==> src/rtl/rls_sequencer.sv <==
// rls_sequencer: control sequencer for a block-based RLS adaptive filter.
// Each block clears the datapath and then runs M iterations. One iteration is
// a coefficient load, an N-beat S computation, a wait for a measurement, an
// R update and an N-beat X update. After the last iteration the block counter
// advances and N coefficient beats are written out through a ready-qualified
// sink. The run ends after B blocks; B = 0 means the run never ends.
//
// Ports:
//   clk, reset           clock; asynchronous active-low reset
//   start_i, abort_i     begin a run from IDLE/DONE; synchronous abort to IDLE
//   meas_valid_i/ready_o measurement handshake, accepted only in WAITM
//   wr_ready_i           coefficient sink can accept a beat
//   load_o .. write_o    datapath strobes, decoded from state and beat counter
//   busy_o, final_o      run active / run complete
//   iterations_o         iteration count within the current block
//   blocks_o             number of completed blocks
module rls_sequencer #(
    parameter int N  = 16,
    parameter int M  = 20,
    parameter int B  = 1024,
    parameter int CW = 32
) (
    input  logic          clk,
    input  logic          reset,
    input  logic          start_i,
    input  logic          abort_i,
    input  logic          meas_valid_i,
    output logic          meas_ready_o,
    input  logic          wr_ready_i,
    output logic          load_o,
    output logic          loadx_o,
    output logic          clears_o,
    output logic          clear_o,
    output logic          sha_o,
    output logic          shx0_o,
    output logic          s1_o,
    output logic          s2_o,
    output logic          enmult_o,
    output logic          enadder_o,
    output logic          ens_o,
    output logic          shx_o,
    output logic          shk_o,
    output logic          encounter_o,
    output logic          write_o,
    output logic          busy_o,
    output logic          final_o,
    output logic [CW-1:0] iterations_o,
    output logic [CW-1:0] blocks_o
);

    localparam logic [3:0] IDLE     = 4'd0;
    localparam logic [3:0] NEWSYS   = 4'd1;
    localparam logic [3:0] NEWIT    = 4'd2;
    localparam logic [3:0] CALCS    = 4'd3;
    localparam logic [3:0] WAITM    = 4'd4;
    localparam logic [3:0] CALCR    = 4'd5;
    localparam logic [3:0] CALCX    = 4'd6;
    localparam logic [3:0] COUNTSYS = 4'd7;
    localparam logic [3:0] SAVEX    = 4'd8;
    localparam logic [3:0] DONE     = 4'd9;

    // Beat counter is sized from N alone so a narrow CW cannot truncate it.
    localparam int          BW      = $clog2(N + 1);
    localparam logic [BW-1:0] LAST  = BW'(N - 1);
    localparam logic [CW-1:0] M_C   = CW'(M);
    localparam logic [CW-1:0] B_C   = CW'(B);

    logic [3:0]    state_q, state_d;
    logic [BW-1:0] beat_q, beat_d;
    logic [CW-1:0] iter_q, iter_d;
    logic [CW-1:0] blk_q, blk_d;
    logic          beat_last;

    assign beat_last = (beat_q == LAST);

    always_comb begin
        state_d = state_q;
        beat_d  = beat_q;
        iter_d  = iter_q;
        blk_d   = blk_q;
        if (abort_i) begin
            state_d = IDLE;
            beat_d  = '0;
            iter_d  = '0;
            blk_d   = '0;
        end else begin
            case (state_q)
                IDLE, DONE: if (start_i) begin
                    state_d = NEWSYS;
                    blk_d   = '0;
                end
                NEWSYS: begin
                    state_d = NEWIT;
                    iter_d  = '0;
                end
                NEWIT: begin
                    state_d = CALCS;
                    beat_d  = '0;
                end
                CALCS: begin
                    if (beat_last) begin
                        state_d = WAITM;
                        beat_d  = '0;
                    end else begin
                        beat_d = beat_q + BW'(1);
                    end
                end
                WAITM: if (meas_valid_i) state_d = CALCR;
                CALCR: begin
                    state_d = CALCX;
                    beat_d  = '0;
                    iter_d  = iter_q + CW'(1);
                end
                CALCX: begin
                    if (beat_last) begin
                        state_d = (iter_q == M_C) ? COUNTSYS : NEWIT;
                        beat_d  = '0;
                    end else begin
                        beat_d = beat_q + BW'(1);
                    end
                end
                COUNTSYS: begin
                    state_d = SAVEX;
                    beat_d  = '0;
                    blk_d   = blk_q + CW'(1);
                end
                SAVEX: if (wr_ready_i) begin
                    // Only accepted beats advance; a stalled sink holds the beat.
                    if (beat_last) begin
                        beat_d  = '0;
                        state_d = (B != 0 && blk_q == B_C) ? DONE : NEWSYS;
                    end else begin
                        beat_d = beat_q + BW'(1);
                    end
                end
                default: state_d = IDLE;
            endcase
        end
    end

    always_ff @(posedge clk or negedge reset) begin
        if (!reset) begin
            state_q <= IDLE;
            beat_q  <= '0;
            iter_q  <= '0;
            blk_q   <= '0;
        end else begin
            state_q <= state_d;
            beat_q  <= beat_d;
            iter_q  <= iter_d;
            blk_q   <= blk_d;
        end
    end

    always_comb begin
        load_o       = 1'b0;
        loadx_o      = 1'b0;
        clears_o     = 1'b0;
        clear_o      = 1'b0;
        sha_o        = 1'b0;
        shx0_o       = 1'b0;
        s1_o         = 1'b0;
        s2_o         = 1'b0;
        enmult_o     = 1'b0;
        enadder_o    = 1'b0;
        ens_o        = 1'b0;
        shx_o        = 1'b0;
        shk_o        = 1'b0;
        encounter_o  = 1'b0;
        write_o      = 1'b0;
        meas_ready_o = 1'b0;
        busy_o       = (state_q != IDLE) && (state_q != DONE);
        final_o      = (state_q == DONE);
        case (state_q)
            NEWSYS: clear_o = 1'b1;
            NEWIT: begin
                load_o   = 1'b1;
                loadx_o  = 1'b1;
                clears_o = 1'b1;
            end
            CALCS: begin
                sha_o     = 1'b1;
                shx0_o    = 1'b1;
                enmult_o  = 1'b1;
                enadder_o = 1'b1;
                ens_o     = 1'b1;
            end
            WAITM: meas_ready_o = 1'b1;
            CALCR: begin
                shx0_o      = 1'b1;
                encounter_o = 1'b1;
            end
            CALCX: begin
                s1_o     = 1'b1;
                s2_o     = 1'b1;
                shx_o    = 1'b1;
                shx0_o   = 1'b1;
                enmult_o = 1'b1;
                shk_o    = !beat_last;   // K shifts on all but the final beat
            end
            SAVEX: begin
                write_o = 1'b1;
                shx_o   = wr_ready_i;
            end
            default: ;
        endcase
    end

    assign iterations_o = iter_q;
    assign blocks_o     = blk_q;

endmodule

==> config.mk <==
export PLATFORM = sky130hd
export DESIGN_NAME = rls_sequencer
export DESIGN_NICKNAME = d
export VERILOG_FILES = /design/src/rtl/rls_sequencer.sv
export SDC_FILE = /design/constraint.sdc
export NUM_CORES = 1
export LEC_CHECK = 0
export CAP_MARGIN = 5
export CORE_UTILIZATION = 57
export CTS_CLUSTER_DIAMETER = 30
export CTS_CLUSTER_SIZE = 40
export DETAILED_ROUTE_END_ITERATION = 7
export PLACE_DENSITY = 0.85
export SLEW_MARGIN = 20
export SYNTH_ARGS = -nofsm -noshare
export SYNTH_HDL_FRONTEND = slang
export SYNTH_SLANG_ARGS = --single-unit
==> constraint.sdc <==
create_clock -name clk -period 3.8 [get_ports clk]
set_input_delay 0.38 -clock clk [delete_from_list [all_inputs] [get_ports clk]]
set_output_delay 0.38 -clock clk [all_outputs]
set_load 0.02 [all_outputs]
=== Word level (Yosys, flattened, before mapping) ===
Cells that the tools add are included.

* Bits in read-only memories: 0
* Bits of input ports: 6
* Latch bits: 0
* Memories: 0
* Bits in writable memories: 0
* Word-level logic and storage cells: 70
* Bits in registers: 73

* Divide/modulo/power cells: 0
* Bitwise gates (word level): 0
* Add/sub/neg operators: 3
* Magnitude comparators: 0
* Multipliers: 0
* Shift operators: 0
* Reduce and logical (&&, ||, !) cells: 14
* Mux-type cells: 30
* Equality and inequality tests: 19

{| class="wikitable"
|+ Operators with widths
! cell !! count
|-
| one-hot mux 32 bit (2 select lines) || 2
|-
| two-way mux 32 bit || 3
|-
| adder 32 x 1 -> 32 bit (second input constant) || 2
|-
| one-hot mux 4 bit (9 select lines) || 1
|-
| equality test 32 x 11 -> 1 bit (second input constant) || 1
|-
| equality test 32 x 5 -> 1 bit (second input constant) || 1
|-
| two-way mux 4 bit || 8
|-
| inequality test 3 bit (second input constant) || 6
|-
| equality test 4 x 3 -> 1 bit (second input constant) || 4
|-
| two-way mux 5 bit || 3
|-
| one-hot mux 5 bit (3 select lines) || 1
|-
| two-way mux 1 bit || 10
|-
| equality test 4 x 2 -> 1 bit (second input constant) || 2
|-
| equality test 4 bit (second input constant) || 2
|-
| nonzero test 4 bit || 2
|-
| AND reduction 6 bit || 1
|-
| nonzero test 3 bit || 2
|-
| OR reduction 3 bit || 2
|-
| adder 5 x 1 -> 5 bit (second input constant) || 1
|-
| equality test 5 x 4 -> 1 bit (second input constant) || 1
|-
| equality test 4 x 1 -> 1 bit (second input constant) || 1
|-
| zero test 4 bit || 1
|-
| inequality test 4 bit (second input constant) || 1
|-
| AND reduction 2 bit || 2
|-
| other kinds (5) || 6
|}

=== Logic depth before layout (Yosys ltp) ===
Gate-level depths: netlist of run 1.

* Depth in word-level cells: 6
* Gate-level depth with buffers: 9

=== Worst setup path before layout of run 1 ===
No wires, ideal clock.

* Path type: register to output
* Start: reg state_q[0]
* End: out load_o
* Setup slack: 1742 ps
* Buffers on the path: 3
* Cell stages (with the launch flop): 6
* Data arrival time: 1678 ps
* Path through: dfrtp_1 > buf_4 > clkbuf_1 > nand2b_1 > nor3_1 > buf_4

* Word-level cells in the longest chain between the ends: 2

{| class="wikitable"
|+ Ends and longest elaborated chain
! item !! RTL line !! text
|-
| from (decl) || 68 || <nowiki>logic [3:0] state_q, state_d;</nowiki>
|-
| from (signal assigned) || 148 || <nowiki>state_q <= state_d;</nowiki>
|-
| equality test 4 x 2 -> 1 bit || - ||
|-
| two-way mux 1 bit || - ||
|-
| to (decl) || 30 || <nowiki>output logic load_o,</nowiki>
|}

No other way between the ends.

=== Worst setup path in the final report of run 1 ===
* Start: reg state_q[3]
* End: out shx_o

* Word-level cells in the longest chain between the ends: 2
* Elaborated cells on any way between the ends: 3
* Those cells by class: 2 x eq/ne; 1 x mux

{| class="wikitable"
|+ Ends and longest elaborated chain
! item !! RTL line !! text
|-
| equality test 4 bit / equality test 4 x 3 -> 1 bit (equally long branches) || 174 || <nowiki>case (state_q)</nowiki>
|-
| one-hot mux 1 bit (2 select lines) * || 174 ||
|-
| to (decl) || 41 || <nowiki>output logic shx_o,</nowiki>
|}

Mark *: on every way between the ends. The rest lies on a longest branch, timed or not.

==> impl_metrics.tcl, run 1 <==
set metrics [dict create \
    p_leak_nw 2.21 \
    cts_hold_buf 0 \
    clock_tree.htree_level_count 3 \
    layout-drive-gt1-share 0.0685 \
    ys.warnings.count 0 \
    rr_startpoint "iterations_o[2]$_DFFE_PN0P_" \
    dr_total_vias 4730 \
    io_buffers 87 \
    ir_drop_v 0.000315 \
    post_cts_resized 0 \
    synth.ff_latch_count 73 \
    start_kind "register" \
    drt-pass1-iter-count 5 \
    cts_setup_buffers 0 \
    clk_pin_slew_worst_paths_ps 80 \
    antenna_found_initial 0 \
    critical_path_required_ps 3420 \
    r2r_slack_ps 1490 \
    cts_buffers 9 \
    final_util 0.727 \
    clkSinkCount 73 \
    die_area_mm2 0.00832 \
    io_pins 88 \
    cp_data_arrival_time_ps 2460 \
    placed_cell_area_mm2 0.00537 \
    netlist_area_mm2 0.00454 \
    ys_types 55 \
    area_growth_pct 23.9 \
    critPathCaptureType "output port" \
    clk_latency_ps 350 \
    p_per_area_mw_per_mm2 371 \
    fin_area_mm2 0.00562 \
    fin_crit_ps 2840 \
    ant_nets 0 \
    drv_slew 0 \
    grt_pass1_vias 4358 \
    grt_max_degree 39 \
    max_freq_mhz 352 \
    setup_tns_ps 0 \
    fin_crit_sh 0.748 \
    gr-total-overflow 0 \
    hold_viol_final 0 \
    wl_um 12200 \
    setup_viol 0 \
    fin_skew_ps 13.6 \
    placementRows 32 \
    die_w_um 91.2 \
    syn_nets 558 \
    crit_start "state_q[3]$_DFFE_PN0P_" \
    critical_path.max_fanout 19 \
    dpl.hpwl_um 7950 \
    drc 0 \
    grt_pass1_wl_um 20300 \
    initial_utilization 0.587 \
    async_reset_ff_frac 1.00 \
    synth_edf_count 0 \
    ys_seq_area_frac 0.403 \
    cts_buffer_depth 2 \
    place.gp.congestion 0.939 \
    outcome "completed" \
    max_slew_margin 0.422 \
    holdWs_ps 134 \
    critPathKind "reg -> out" \
    layout.nets 619 \
    grt_usage 0.297 \
    syn-mean-instance-area_um2 8.29 \
    dr.first_iter.drc_count 359 \
    drv_cap 0 \
    synth_flop_cell "dfrtp_1" \
    min_path_type "in -> async" \
    root_buffer "clkbuf_8" \
    num_antenna_cells 0 \
    fp.coreArea_mm2 0.00773 \
    vias_per_cell 6.62 \
    syn_inst 547 \
    wire_per_inst_um 17.1 \
    rsz0062_at_grt "no" \
    cts_tree "built" \
    tightest_slew_ps 866 \
    dieHeight_um 91.2 \
]
## sequential cells by signal, summed over array words and instances, names as in the netlist
register,cells
beat_q,5
blocks_o,32
iterations_o,32
state_q,4
## path summary, 6_finish.rpt
check                                                to  depth (start not counted)
min reg2reg                       beat_q[0]$_DFFE_PN0P_                          1
max in group asynchronous   iterations_o[4]$_DFFE_PN0P_                          2
min                        iterations_o[28]$_DFFE_PN0P_                          1
min in group clk                  beat_q[0]$_DFFE_PN0P_                          1
max reg2reg                iterations_o[31]$_DFFE_PN0P_                          6
max                                               shx_o                          4
## routing by layer
layer | part of all wire | track usage | vias up
li1 | - | - | 2203
met1 | 0.43 | 0.403 | 2275
met2 | 0.49 | 0.481 | 228
met3 | 0.069 | 0.0503 | 24
met4 | 0.016 | 0.104 | 0
met5 | 0 | 0 | -
## cell usage in the layout, fill, tap and decap left out, types with 4 or more instances in the layout
cell type         n
nand2_1          47
nand3_1          41
o22ai_1           5
a41oi_1           7
nand2b_1          4
and3_1            7
buf_4            10
o31ai_1          12
a31oi_1          17
ha_1              5
clkbuf_8         10
a21oi_1          22
nor4_1           15
inv_1            13
o21ai_0          78
or4_1             8
clkdlybuf4s50_1  86
nor3_1           18
nor3_2            4
nand4_1          28
dfrtp_1          73
nor2_1           34
o211ai_1          7
## metrics by stage
step                setup WS [ps]  power, mW  cells
finish                        956       2.08    715
global route                  833       2.17    715
CTS                           963       2.09    715
detailed placement           1210       1.32    699
global placement             1290       1.31    699
floorplan                    1740       1.18    547
## critical path: stages, from the launching register on
cell and delay (ps):
dfrtp_1 680, or4b_1 580, inv_1 140, a21o_1 130, clkdlybuf4s50_1 600
## power breakdown
group | internal, mW | switching (mW) | total, mW
logic | 0.182 | 0.282 | 0.464
registers | 0.792 | 0.0556 | 0.847
clock network | 0.458 | 0.314 | 0.772
## logic make-up after synthesis
kind of cell,Yosys count,synth area share
buffers and inverters,60,0.0629
DFF,73,0.403
and+or+nand+nor,233,0.281
muxes,1,0.00248
xor gates and xnor gates,3,0.00579
adders and majority gates,5,0.0138
AOI/OAI and AO/OA,172,0.232
## area by class of cell
type	count	area, µm²
Inverter	13	48.8
Clock buffer	10	138
Clock inverter	6	113
Timing Repair Buffer	97	941
Fill cell	572	2110
Tap cell	102	128
Sequential cell	73	1830
Multi-Input combinational cell	414	2430
## synth_stat cells (4+ instances only)
cell | n | area [µm²]
dfrtp_1 | 73 | 1830
or4_1 | 8 | 60.1
nor4_1 | 15 | 93.8
a41oi_1 | 7 | 61.3
nand2b_1 | 5 | 31.3
buf_2 | 8 | 40.0
nand4_1 | 28 | 175
and3_1 | 7 | 43.8
nor3_2 | 4 | 40.0
ha_1 | 5 | 62.6
o21ai_0 | 78 | 390
nand2_1 | 47 | 176
nor3_1 | 18 | 90.1
a31oi_1 | 17 | 106
buf_4 | 7 | 52.6
o22ai_1 | 5 | 31.3
nor2_1 | 34 | 128
a21oi_1 | 22 | 110
o31ai_1 | 12 | 90.1
nand3_1 | 41 | 205
o211ai_1 | 7 | 52.6
inv_1 | 13 | 48.8
clkbuf_1 | 28 | 105
Power figures use the tool's default switching activity.
==> run 2: changes to the inputs <==
CORE_UTILIZATION = 53   (was 57)
PLACE_DENSITY = 0.79   (was 0.85)
clock period = 2.9 ns   (was 3.8 ns; I/O delays follow)
==> impl_metrics.tcl, run 2 (same netlist as run 1, synthesis figures left out) <==
set metrics [dict create \
    outcome "completed" \
    p_total_mw 2.61 \
    gr-total-overflow 0 \
    setup_tns_ps 0 \
    cp_data_arrival_time_ps 2390 \
    p_leak_nw 2.21 \
    hold_viol_final 0 \
    drv_cap 0 \
    grt_usage 0.287 \
    io_buffers 87 \
    dieHeight_um 94.5 \
    cts_buffer_depth 2 \
    place.gp.congestion 0.863 \
    cts_buffers 9 \
    final_util 0.679 \
    reg2reg_depth 6 \
    drv_slew 0 \
    clk_latency_ps 340 \
    path_cells "or4b_1, inv_1, a21o_1, clkdlybuf4s50_1" \
    critical_path.max_fanout 15 \
    clk_pin_slew_worst_paths_ps 80 \
    dr_total_vias 4642 \
    fin_crit_ps 2680 \
    layout-drive-gt1-share 0.0714 \
    max_freq_mhz 373 \
    antenna_found_initial 0 \
    area_growth_pct 23.7 \
    ant_nets 0 \
    cts_tree "built" \
    cp_slowest_cell "or4b_1" \
    wl_um 12400 \
    grt_pass1_wl_um 20500 \
    fin_crit_sh 0.925 \
    critPathCaptureType "output port" \
    cts_hold_buf 0 \
    start_kind "register" \
    die_area_mm2 0.00893 \
    num_antenna_cells 0 \
    pre_cts_ws_ps 603 \
    tightest_slew_ps 964 \
    clkSinkCount 73 \
    setup_viol 0 \
    fin_skew_ps 11.6 \
    layout.nets 623 \
    root_buffer "clkbuf_8" \
    dpl.hpwl_um 8110 \
    holdWs_ps 173 \
    critPathKind "reg -> out" \
    wire_per_inst_um 17.3 \
    initial_utilization 0.549 \
    ir_drop_v 0.000369 \
    final-instance-count-excl-fill 721 \
    grt_max_degree 74 \
    min_path_type "in -> async" \
    crit_path_max_incr_delay_ps 670 \
    drt-pass1-iter-count 5 \
    io_pins 88 \
    p_per_area_mw_per_mm2 465 \
    drc 0 \
    dr.first_iter.drc_count 350 \
    most-common-layout-cells "clkdlybuf4s50_1, o21ai_0, dfrtp_1" \
    max_slew_margin 0.357 \
    cts_setup_buffers 0 \
    layout_commonest_cell "clkdlybuf4s50_1" \
    post_cts_resized 0 \
    setup_ws_ps 216 \
    critical_path_required_ps 2610 \
    placementRows 33 \
    fp.coreArea_mm2 0.00826 \
    placed_cell_area_mm2 0.00540 \
    grt_pass1_vias 4169 \
    clock_tree.htree_level_count 3 \
    rsz0062_at_grt "no" \
    vias_per_cell 6.44 \
    dp_cells 706 \
    die_w_um 94.5 \
    fin_area_mm2 0.00561 \
]
-- run 2: worst paths after layout --
kind / from / slack, ps / endpoint
min in group clk: beat_q[3]$_DFFE_PN0P_ / 520 / beat_q[3]$_DFFE_PN0P_
worst max register to register: iterations_o[2]$_DFFE_PN0P_ / 680 / iterations_o[31]$_DFFE_PN0P_
worst min register to register: beat_q[3]$_DFFE_PN0P_ / 520 / beat_q[3]$_DFFE_PN0P_
worst max-delay path: state_q[1]$_DFFE_PN0P_ / 220 / shx_o
worst min-delay path: reset / 170 / iterations_o[28]$_DFFE_PN0P_
max in group asynchronous: reset / 2100 / blocks_o[25]$_DFFE_PN0P_
-- run 2: area by class of cell --
| cell class | instances | area (µm²) |
|---|---|---|
| Fill cell | 720 | 2650 |
| Sequential cell | 73 | 1830 |
| Multi-Input combinational cell | 414 | 2420 |
| Inverter | 13 | 48.8 |
| Tap cell | 105 | 131 |
| Clock buffer | 9 | 124 |
| Clock inverter | 6 | 83.8 |
| Timing Repair Buffer | 101 | 971 |
-- run 2: report_power, final --
group / switching, mW / internal [mW]
Sequential: 0.0356 / 1.04
Combinational: 0.417 / 0.250
Clock: 0.390 / 0.477
-- run 2: per-layer routing --
metal	vias to the layer above	part of all wire	track usage
met5	-	0	0
met4	0	0.0074	0.0720
met3	12	0.047	0.0322
met2	145	0.47	0.456
met1	2285	0.47	0.418
li1	2200	-	-
-- run 2: critical path, delay by kind of cell, from the launching register on --
| family | cells | cell delay (ps) |
|---|---|---|
| flip-flops | 1 | 530 |
| AND/OR/NAND/NOR | 1 | 670 |
| buffers and inverters | 2 | 730 |
| AO/OA/AOI/OAI | 1 | 120 |
==> run 3: changes to the inputs <==
ABC_AREA = 0   (was unset)
==> results of run 3 <==
Final layout, timing and power as in run 2 (identical DEF).
